===== config.mk =====
export PLATFORM = sky130hd
export DESIGN_NAME = mem_port_arbiter_flat
export DESIGN_NICKNAME = d
export VERILOG_FILES = /design/src/rtl/mem_port_arbiter_if.sv /design/src/rtl/mem_port_arbiter.sv /design/src/flat_wrapper.sv
export SDC_FILE = /design/constraint.sdc
export NUM_CORES = 1
export LEC_CHECK = 0
export CORE_UTILIZATION = 37
export DETAILED_ROUTE_END_ITERATION = 7
export PLACE_DENSITY = 0.78
export SKIP_CTS_REPAIR_TIMING = 1
export SKIP_LAST_GASP = 1
export SLEW_MARGIN = 20
export SYNTH_ARGS = -nofsm -noshare
export SYNTH_HDL_FRONTEND = slang
export SYNTH_SLANG_ARGS = --single-unit

===== constraint.sdc =====
create_clock -name Clk -period 2.3 [get_ports Clk]
set_clock_uncertainty 0.1 [all_clocks]
set_input_delay 0.23 -clock Clk [delete_from_list [all_inputs] [get_ports Clk]]
set_output_delay 0.23 -clock Clk [all_outputs]
set_load 0.01 [all_outputs]

===== src/rtl/mem_port_arbiter_if.sv =====
// mem_port_arbiter_if
//   Bundles the requester-side and memory-side signals of the memory port arbiter.
//   master : cache controllers plus the memory model (drive requests and MRData)
//   slave  : the arbiter itself (drives grants, ready pulses and the memory bus)
// Signals
//   RStrobe[1:0]   per-requester request, held until that requester's RReady
//   RRW[1:0]       per-requester 1=read 0=write
//   RAddr0/1       requester addresses
//   RWData0/1      requester write data
//   RRData         registered read data, valid in the RReady cycle
//   RReady[1:0]    one-cycle completion pulse to the granted requester
//   Grant[1:0]     one-hot owner of the memory port, 00 when idle
//   MStrobe        one-cycle memory strobe per access
//   MRW            memory 1=read 0=write
//   MAddr          memory address
//   MWData         memory write data
//   MDataOE        write data output enable, high for a whole write access
//   MRData         memory read data
interface mem_port_arbiter_if #(
   parameter int ADDR_W = 32,
   parameter int DATA_W = 32
);
   logic [1:0]        RStrobe;
   logic [1:0]        RRW;
   logic [ADDR_W-1:0] RAddr0;
   logic [ADDR_W-1:0] RAddr1;
   logic [DATA_W-1:0] RWData0;
   logic [DATA_W-1:0] RWData1;
   logic [DATA_W-1:0] RRData;
   logic [1:0]        RReady;
   logic [1:0]        Grant;
   logic              MStrobe;
   logic              MRW;
   logic [ADDR_W-1:0] MAddr;
   logic [DATA_W-1:0] MWData;
   logic              MDataOE;
   logic [DATA_W-1:0] MRData;

   modport master (
      output RStrobe, RRW, RAddr0, RAddr1, RWData0, RWData1, MRData,
      input  RRData, RReady, Grant, MStrobe, MRW, MAddr, MWData, MDataOE
   );

   modport slave (
      input  RStrobe, RRW, RAddr0, RAddr1, RWData0, RWData1, MRData,
      output RRData, RReady, Grant, MStrobe, MRW, MAddr, MWData, MDataOE
   );
endinterface


===== src/rtl/mem_port_arbiter.sv =====
// mem_port_arbiter
//   Shares one main-memory port between requester 0 (I-side cache) and
//   requester 1 (D-side cache). Memory has no ready line, so each access is
//   timed by an internal wait-state counter: STROBE -> WAIT... -> DONE -> IDLE.
//   Ties are broken in favour of the requester that was not granted last.
// Ports
//   Clk    clock, all state updates on the rising edge
//   Reset  synchronous, active-high
//   bus    mem_port_arbiter_if.slave (requester and memory signals)
// Parameters
//   ADDR_W, DATA_W     bus widths (must match the interface instance)
//   RD_WAIT, WR_WAIT   memory read/write latency in cycles from MStrobe (>=1)
// Configuration
//   ARB_STATS_EN  when defined, adds saturating 32-bit counters NGrant0,
//                 NGrant1 and NStall, readable hierarchically. Ports and
//                 timing are identical either way.
module mem_port_arbiter #(
   parameter int ADDR_W  = 32,
   parameter int DATA_W  = 32,
   parameter int RD_WAIT = 4,
   parameter int WR_WAIT = 4
) (
   input  logic           Clk,
   input  logic           Reset,
   mem_port_arbiter_if.slave bus
);

   typedef enum logic [1:0] {
      ST_IDLE   = 2'd0,
      ST_STROBE = 2'd1,
      ST_WAIT   = 2'd2,
      ST_DONE   = 2'd3
   } state_t;

   // Counter load values: the STROBE cycle itself counts as the first wait cycle.
   localparam logic [15:0] RD_LOAD = 16'(RD_WAIT - 1);
   localparam logic [15:0] WR_LOAD = 16'(WR_WAIT - 1);

   state_t            state;
   state_t            next_state;
   logic [1:0]        grant_q;
   logic              last_grant;
   logic [15:0]       count;
   logic              mrw_q;
   logic [ADDR_W-1:0] maddr_q;
   logic [DATA_W-1:0] mwdata_q;
   logic [DATA_W-1:0] rrdata_q;
   logic [1:0]        win;

   // Winner selection while idle: a lone requester wins outright; on a tie the
   // requester that did not own the port last time wins, so grants alternate.
   always_comb begin
      win = 2'b00;
      unique case (bus.RStrobe)
         2'b01:   win = 2'b01;
         2'b10:   win = 2'b10;
         2'b11:   win = last_grant ? 2'b01 : 2'b10;
         default: win = 2'b00;
      endcase
   end

   // State register.
   always_ff @(posedge Clk) begin
      if (Reset) begin
         state <= ST_IDLE;
      end else begin
         state <= next_state;
      end
   end

   // Next-state logic. A zero load (one-cycle latency) skips WAIT entirely.
   always_comb begin
      next_state = state;
      unique case (state)
         ST_IDLE:   if (|bus.RStrobe) next_state = ST_STROBE;
         ST_STROBE: next_state = ((mrw_q ? RD_LOAD : WR_LOAD) == 16'd0) ? ST_DONE : ST_WAIT;
         ST_WAIT:   if (count <= 16'd1) next_state = ST_DONE;
         ST_DONE:   next_state = ST_IDLE;
         default:   next_state = ST_IDLE;
      endcase
   end

   // Access datapath. The winner's direction, address and data are captured
   // on the grant edge, so later requester changes cannot disturb the access.
   // Read data is captured on the edge entering DONE so it is valid alongside RReady.
   always_ff @(posedge Clk) begin
      if (Reset) begin
         grant_q    <= 2'b00;
         last_grant <= 1'b1;
         count      <= 16'd0;
         mrw_q      <= 1'b1;
         maddr_q    <= '0;
         mwdata_q   <= '0;
         rrdata_q   <= '0;
      end else begin
         unique case (state)
            ST_IDLE: begin
               if (|bus.RStrobe) begin
                  grant_q  <= win;
                  mrw_q    <= win[1] ? bus.RRW[1] : bus.RRW[0];
                  maddr_q  <= win[1] ? bus.RAddr1 : bus.RAddr0;
                  mwdata_q <= win[1] ? bus.RWData1 : bus.RWData0;
               end
            end
            ST_STROBE: count <= mrw_q ? RD_LOAD : WR_LOAD;
            ST_WAIT:   if (count != 16'd0) count <= count - 16'd1;
            ST_DONE: begin
               last_grant <= grant_q[1];
               grant_q    <= 2'b00;
            end
            default: grant_q <= 2'b00;
         endcase
         if ((next_state == ST_DONE) && (state != ST_DONE) && mrw_q) begin
            rrdata_q <= bus.MRData;
         end
      end
   end

   // Outputs decoded from the state and captured access registers.
   always_comb begin
      bus.Grant   = grant_q;
      bus.MStrobe = (state == ST_STROBE);
      bus.RReady  = (state == ST_DONE) ? grant_q : 2'b00;
      bus.MRW     = mrw_q;
      bus.MAddr   = maddr_q;
      bus.MWData  = mwdata_q;
      bus.MDataOE = (state != ST_IDLE) && !mrw_q;
      bus.RRData  = rrdata_q;
   end

`ifdef ARB_STATS_EN
   logic [31:0] NGrant0;
   logic [31:0] NGrant1;
   logic [31:0] NStall;

   // Saturating usage counters. A stall cycle is any cycle where some
   // requester is asserting but does not currently own the port.
   always_ff @(posedge Clk) begin
      if (Reset) begin
         NGrant0 <= 32'd0;
         NGrant1 <= 32'd0;
         NStall  <= 32'd0;
      end else begin
         if ((state == ST_IDLE) && win[0] && (NGrant0 != 32'hFFFF_FFFF)) NGrant0 <= NGrant0 + 32'd1;
         if ((state == ST_IDLE) && win[1] && (NGrant1 != 32'hFFFF_FFFF)) NGrant1 <= NGrant1 + 32'd1;
         if ((|(bus.RStrobe & ~grant_q)) && (NStall != 32'hFFFF_FFFF)) NStall <= NStall + 32'd1;
      end
   end
`endif

endmodule


===== src/flat_wrapper.sv =====
// flat-port wrapper written by rule: the top's interface ports become plain ports
module mem_port_arbiter_flat 
#(
   parameter int ADDR_W  = 32,
   parameter int DATA_W  = 32,
   parameter int RD_WAIT = 4,
   parameter int WR_WAIT = 4
)
  (Clk, Reset, bus_RStrobe, bus_RRW, bus_RAddr0, bus_RAddr1, bus_RWData0, bus_RWData1, bus_MRData, bus_RRData, bus_RReady, bus_Grant, bus_MStrobe, bus_MRW, bus_MAddr, bus_MWData, bus_MDataOE);
  mem_port_arbiter_if #(.ADDR_W(ADDR_W), .DATA_W(DATA_W)) bus_i ();
  input  logic Clk;
  input  logic Reset;
  input wire logic [$bits(bus_i.RStrobe)-1:0] bus_RStrobe;
  input wire logic [$bits(bus_i.RRW)-1:0] bus_RRW;
  input wire logic [$bits(bus_i.RAddr0)-1:0] bus_RAddr0;
  input wire logic [$bits(bus_i.RAddr1)-1:0] bus_RAddr1;
  input wire logic [$bits(bus_i.RWData0)-1:0] bus_RWData0;
  input wire logic [$bits(bus_i.RWData1)-1:0] bus_RWData1;
  input wire logic [$bits(bus_i.MRData)-1:0] bus_MRData;
  output wire logic [$bits(bus_i.RRData)-1:0] bus_RRData;
  output wire logic [$bits(bus_i.RReady)-1:0] bus_RReady;
  output wire logic [$bits(bus_i.Grant)-1:0] bus_Grant;
  output wire logic [$bits(bus_i.MStrobe)-1:0] bus_MStrobe;
  output wire logic [$bits(bus_i.MRW)-1:0] bus_MRW;
  output wire logic [$bits(bus_i.MAddr)-1:0] bus_MAddr;
  output wire logic [$bits(bus_i.MWData)-1:0] bus_MWData;
  output wire logic [$bits(bus_i.MDataOE)-1:0] bus_MDataOE;
  assign bus_i.RStrobe = bus_RStrobe;
  assign bus_i.RRW = bus_RRW;
  assign bus_i.RAddr0 = bus_RAddr0;
  assign bus_i.RAddr1 = bus_RAddr1;
  assign bus_i.RWData0 = bus_RWData0;
  assign bus_i.RWData1 = bus_RWData1;
  assign bus_i.MRData = bus_MRData;
  assign bus_RRData = bus_i.RRData;
  assign bus_RReady = bus_i.RReady;
  assign bus_Grant = bus_i.Grant;
  assign bus_MStrobe = bus_i.MStrobe;
  assign bus_MRW = bus_i.MRW;
  assign bus_MAddr = bus_i.MAddr;
  assign bus_MWData = bus_i.MWData;
  assign bus_MDataOE = bus_i.MDataOE;
  mem_port_arbiter #(.ADDR_W(ADDR_W), .DATA_W(DATA_W), .RD_WAIT(RD_WAIT), .WR_WAIT(WR_WAIT)) u_core (.Clk(Clk), .Reset(Reset), .bus(bus_i));
endmodule

==> metrics.yaml, run 1 <==
critical_path_peak_fanout: 8
hold_viol_final: 0
grt-ovfl-total: 0
antenna_found_initial: 0
status: "finished, final reports clean"
die-area_um2: 14900
synth-xor-area-share_pct: 0.491
post-route-util_pct: 63.8
clk_latency_ns: 0.41
power.density_nw_per_um2: 1110
synth_area_um2: 5350
async_reset_ff_share_pct: 0
path_depth: 7
finalWirelength_um: 16300
initial_core_util_pct: 38.2
critical_path.cell_chain: "or4_4 -> or2_1 -> o31a_1 -> nor3_4 -> buf_6 -> buf_12 -> mux2i_2"
ant_nets: 0
synth_top_area_cell: "dfxtp_1"
slowest_stage: "or4_4"
syn_avg_cell_area_um2: 9.56
synth_nets: 732
drt_iter0_markers: 147
drv_slew: 0
clock_sinks: 118
area_growth_syn_to_layout_pct: 67.0
insertedDiodeCount: 0
synth_edf_count: 0
cts_buffers: 17
netSwitchingPower_mw: 3.33
required_ns: 2.53
clk_path_buf_depth: 2
grt_pass1_vias: 5121
reg2reg_from: "u_core.count[11]"
ios: 269
h-tree-depth: 4
muxShareOfSynthArea_pct: 18.3
p_clk_share_pct: 25.7
end_kind: "flip-flop"
worst_pin_slew_ns: 0.502
crit_buf_inv: 2
hold_path_class: "primary input to flip-flop"
startpoint_type: "flip-flop"
drv_cap: 0
rrSetupSlack_ns: 0.06
seq_power_share_pct: 31.0
r2r_cells: 7
die_y_um: 122
finalNetCount: 995
crit_family: "simple AND/OR/NAND/NOR gates"
die_x_um: 122
cts_tree: "built"
synth-seq-cells: 118
gp_congestion: 0.863
crit_path_end: "u_core.bus.RRData[6]"
fin_crit_ns: 2.24
yosys.area_share.simple_pct: 18.2
crit_arrival_ns: 2.47
viasPerCell: 5.02
ys_seq_area_share_pct: 44.2
r2r-end: "u_core.bus.RRData[6]"
dp_hpwl_um: 11900
n_fill_cell: 1126
yosys_most_used_dff: "dfxtp_1"
grt_use_total_pct: 21.4
yosysUniqueCellTypes: 42
drc: 0
relSlewSlack_pct: 66.5
crit_path_max_incr_delay_ns: 0.53
comb_power_share_pct: 43.3
synth_top_family_by_area: "multiplexers"
rows: 43
core-area_um2: 14000
clkTransAtPathRegs_ns: 0.05
max_freq_mhz: 447
grt_max_degree: 93
post-route-period-util_pct: 97.3
power_leakage_nw: 3.35
total_power_mw: 9.92
crit_type: "flip-flop to flip-flop"
yosysWarnings: 0
synth_top_cell_area_share_pct: 44.2
io_buffers: 268
critPathLaunch: "u_core.count[11]"
grt_pass1_wl_um: 24600
synth_compound_area_share_pct: 13.3
synth_area_leaders: "dfxtp_1 44%, mux2i_1 18%, a211oi_1 9.4%, nand2b_1 7.5%, nor2_1 5.6%"
synth_cells: 559
clockRootBuffer: "clkbuf_16"
p_sw_share_pct: 33.6
drtPass1Iterations: 4
synthAdderAreaFrac_pct: 1.64
wl_per_cell_um: 16.1
ir_drop_mv: 0.853
vias: 5095
drive_gt1_share_pct: 7.43
setup_viol: 0
p_int_mw: 6.58
==> power groups by stage <==
stage	registers, mW	logic, mW	clock network (mW)
floorplan	3.29	1.95	0
global placement	3.06	3.97	0
detailed placement	3.09	4.07	0
CTS	3.06	4.10	2.61
global route	3.15	4.64	2.71
finish	3.07	4.29	2.55
==> area by class of cell <==
class	instances	area (um^2)	area share (%)
repair buffers	286	2930	32.8
clock inverters	7	68.8	0.771
inverters	6	22.5	0.252
flip-flops and latches	118	2360	26.5
multi-input cells	393	2810	31.5
clock buffers	24	512	5.73
well taps	180	225	2.52
==> per-layer routing <==
layer  part of all wire, %  wire length, um  GRT usage (%)
met5                     0                0              0
met4                   1.9              303           7.55
met3                   9.4             1530           10.2
met2                    51             8270           38.1
met1                    38             6190           21.6
==> cell usage in the layout, fill, tap and decap left out, types with 9 or more instances in the layout <==
master	netlist	routed
clkdlybuf4s50_1	0	267
dfxtp_1	118	117
mux2i_1	98	97
nor2_1	80	79
a211oi_1	67	67
nand2b_1	64	64
clkbuf_16	0	19
nand2_1	9	9
buf_4	0	9
==> cells by family after synthesis <==
group / count (synthesis)
and+or+nand+nor: 189
DFF: 118
buffers and inverters: 48
AOI/OAI and AO/OA: 96
muxes: 98
xor gates and xnor gates: 3
adders and majority gates: 7
==> cell usage after synthesis (3+ instances only) <==
cell type	number
or2_2	3
o21ai_0	5
mux2i_1	98
inv_1	6
o311ai_0	3
nor2_1	80
a211oi_1	67
nand2b_1	64
or3_1	5
nand3b_1	4
a21oi_1	4
buf_6	3
ha_1	7
clkbuf_1	31
nand3_1	5
buf_1	7
nor4_1	3
nand2_1	9
o31ai_1	4
dfxtp_1	118
nor3_1	6
==> worst min-delay path by stage <==
stage | from | to | depth (start not counted)
2_1_floorplan | bus_MRData[10] | u_core.bus.RRData[10] | 2
3_3_place_gp | u_core.bus.RRData[7] | u_core.bus.RRData[7] | 2
3_5_place_dp | u_core.bus.RRData[31] | u_core.bus.RRData[31] | 2
4_1_cts | Reset | u_core.state[0] | 2
5_1_grt | Reset | u_core.state[0] | 2
6_report | Reset | u_core.state[0] | 2
==> flip-flops by register name, indices dropped and copies added, names as in the netlist <==
| signal | cells |
|---|---|
| u_core.last_grant | 1 |
| u_core.bus.Grant | 2 |
| u_core.count | 16 |
| u_core.state | 2 |
| u_core.bus.RRData | 32 |
| u_core.bus.MWData | 32 |
| u_core.bus.MAddr | 32 |
| u_core.bus.MRW | 1 |
==> worst reg2reg max path, cell delays in order, from the launching register on <==
cell and delay, ns:
dfxtp_1 0.31, or4_4 0.53, or2_1 0.24, o31a_1 0.28, nor3_4 0.18, buf_6 0.16, buf_12 0.14, mux2i_2 0.21
==> stage by stage <==
stage	hold slack [ns]	cell area [um^2]	std cells	setup slack, ns	setup TNS, ns
after global placement	0.358	8250	978	0.0622	0
after global routing	0.179	8930	1014	-0.00848	-0.0243
after CTS	0.159	8830	1009	-0.0402	-0.121
final	0.175	8930	1014	0.0611	0
after floorplan	0.285	5350	559	0.0432	0
after detailed placement	0.365	8250	978	-0.0249	-0.0249
Power figures use the tool's default switching activity.
==> run 2, diff against run 1 <==
CTS_CLUSTER_SIZE = 16   (was unset)
==> results of run 2 <==
Final layout, timing and power as in run 1 (identical DEF).
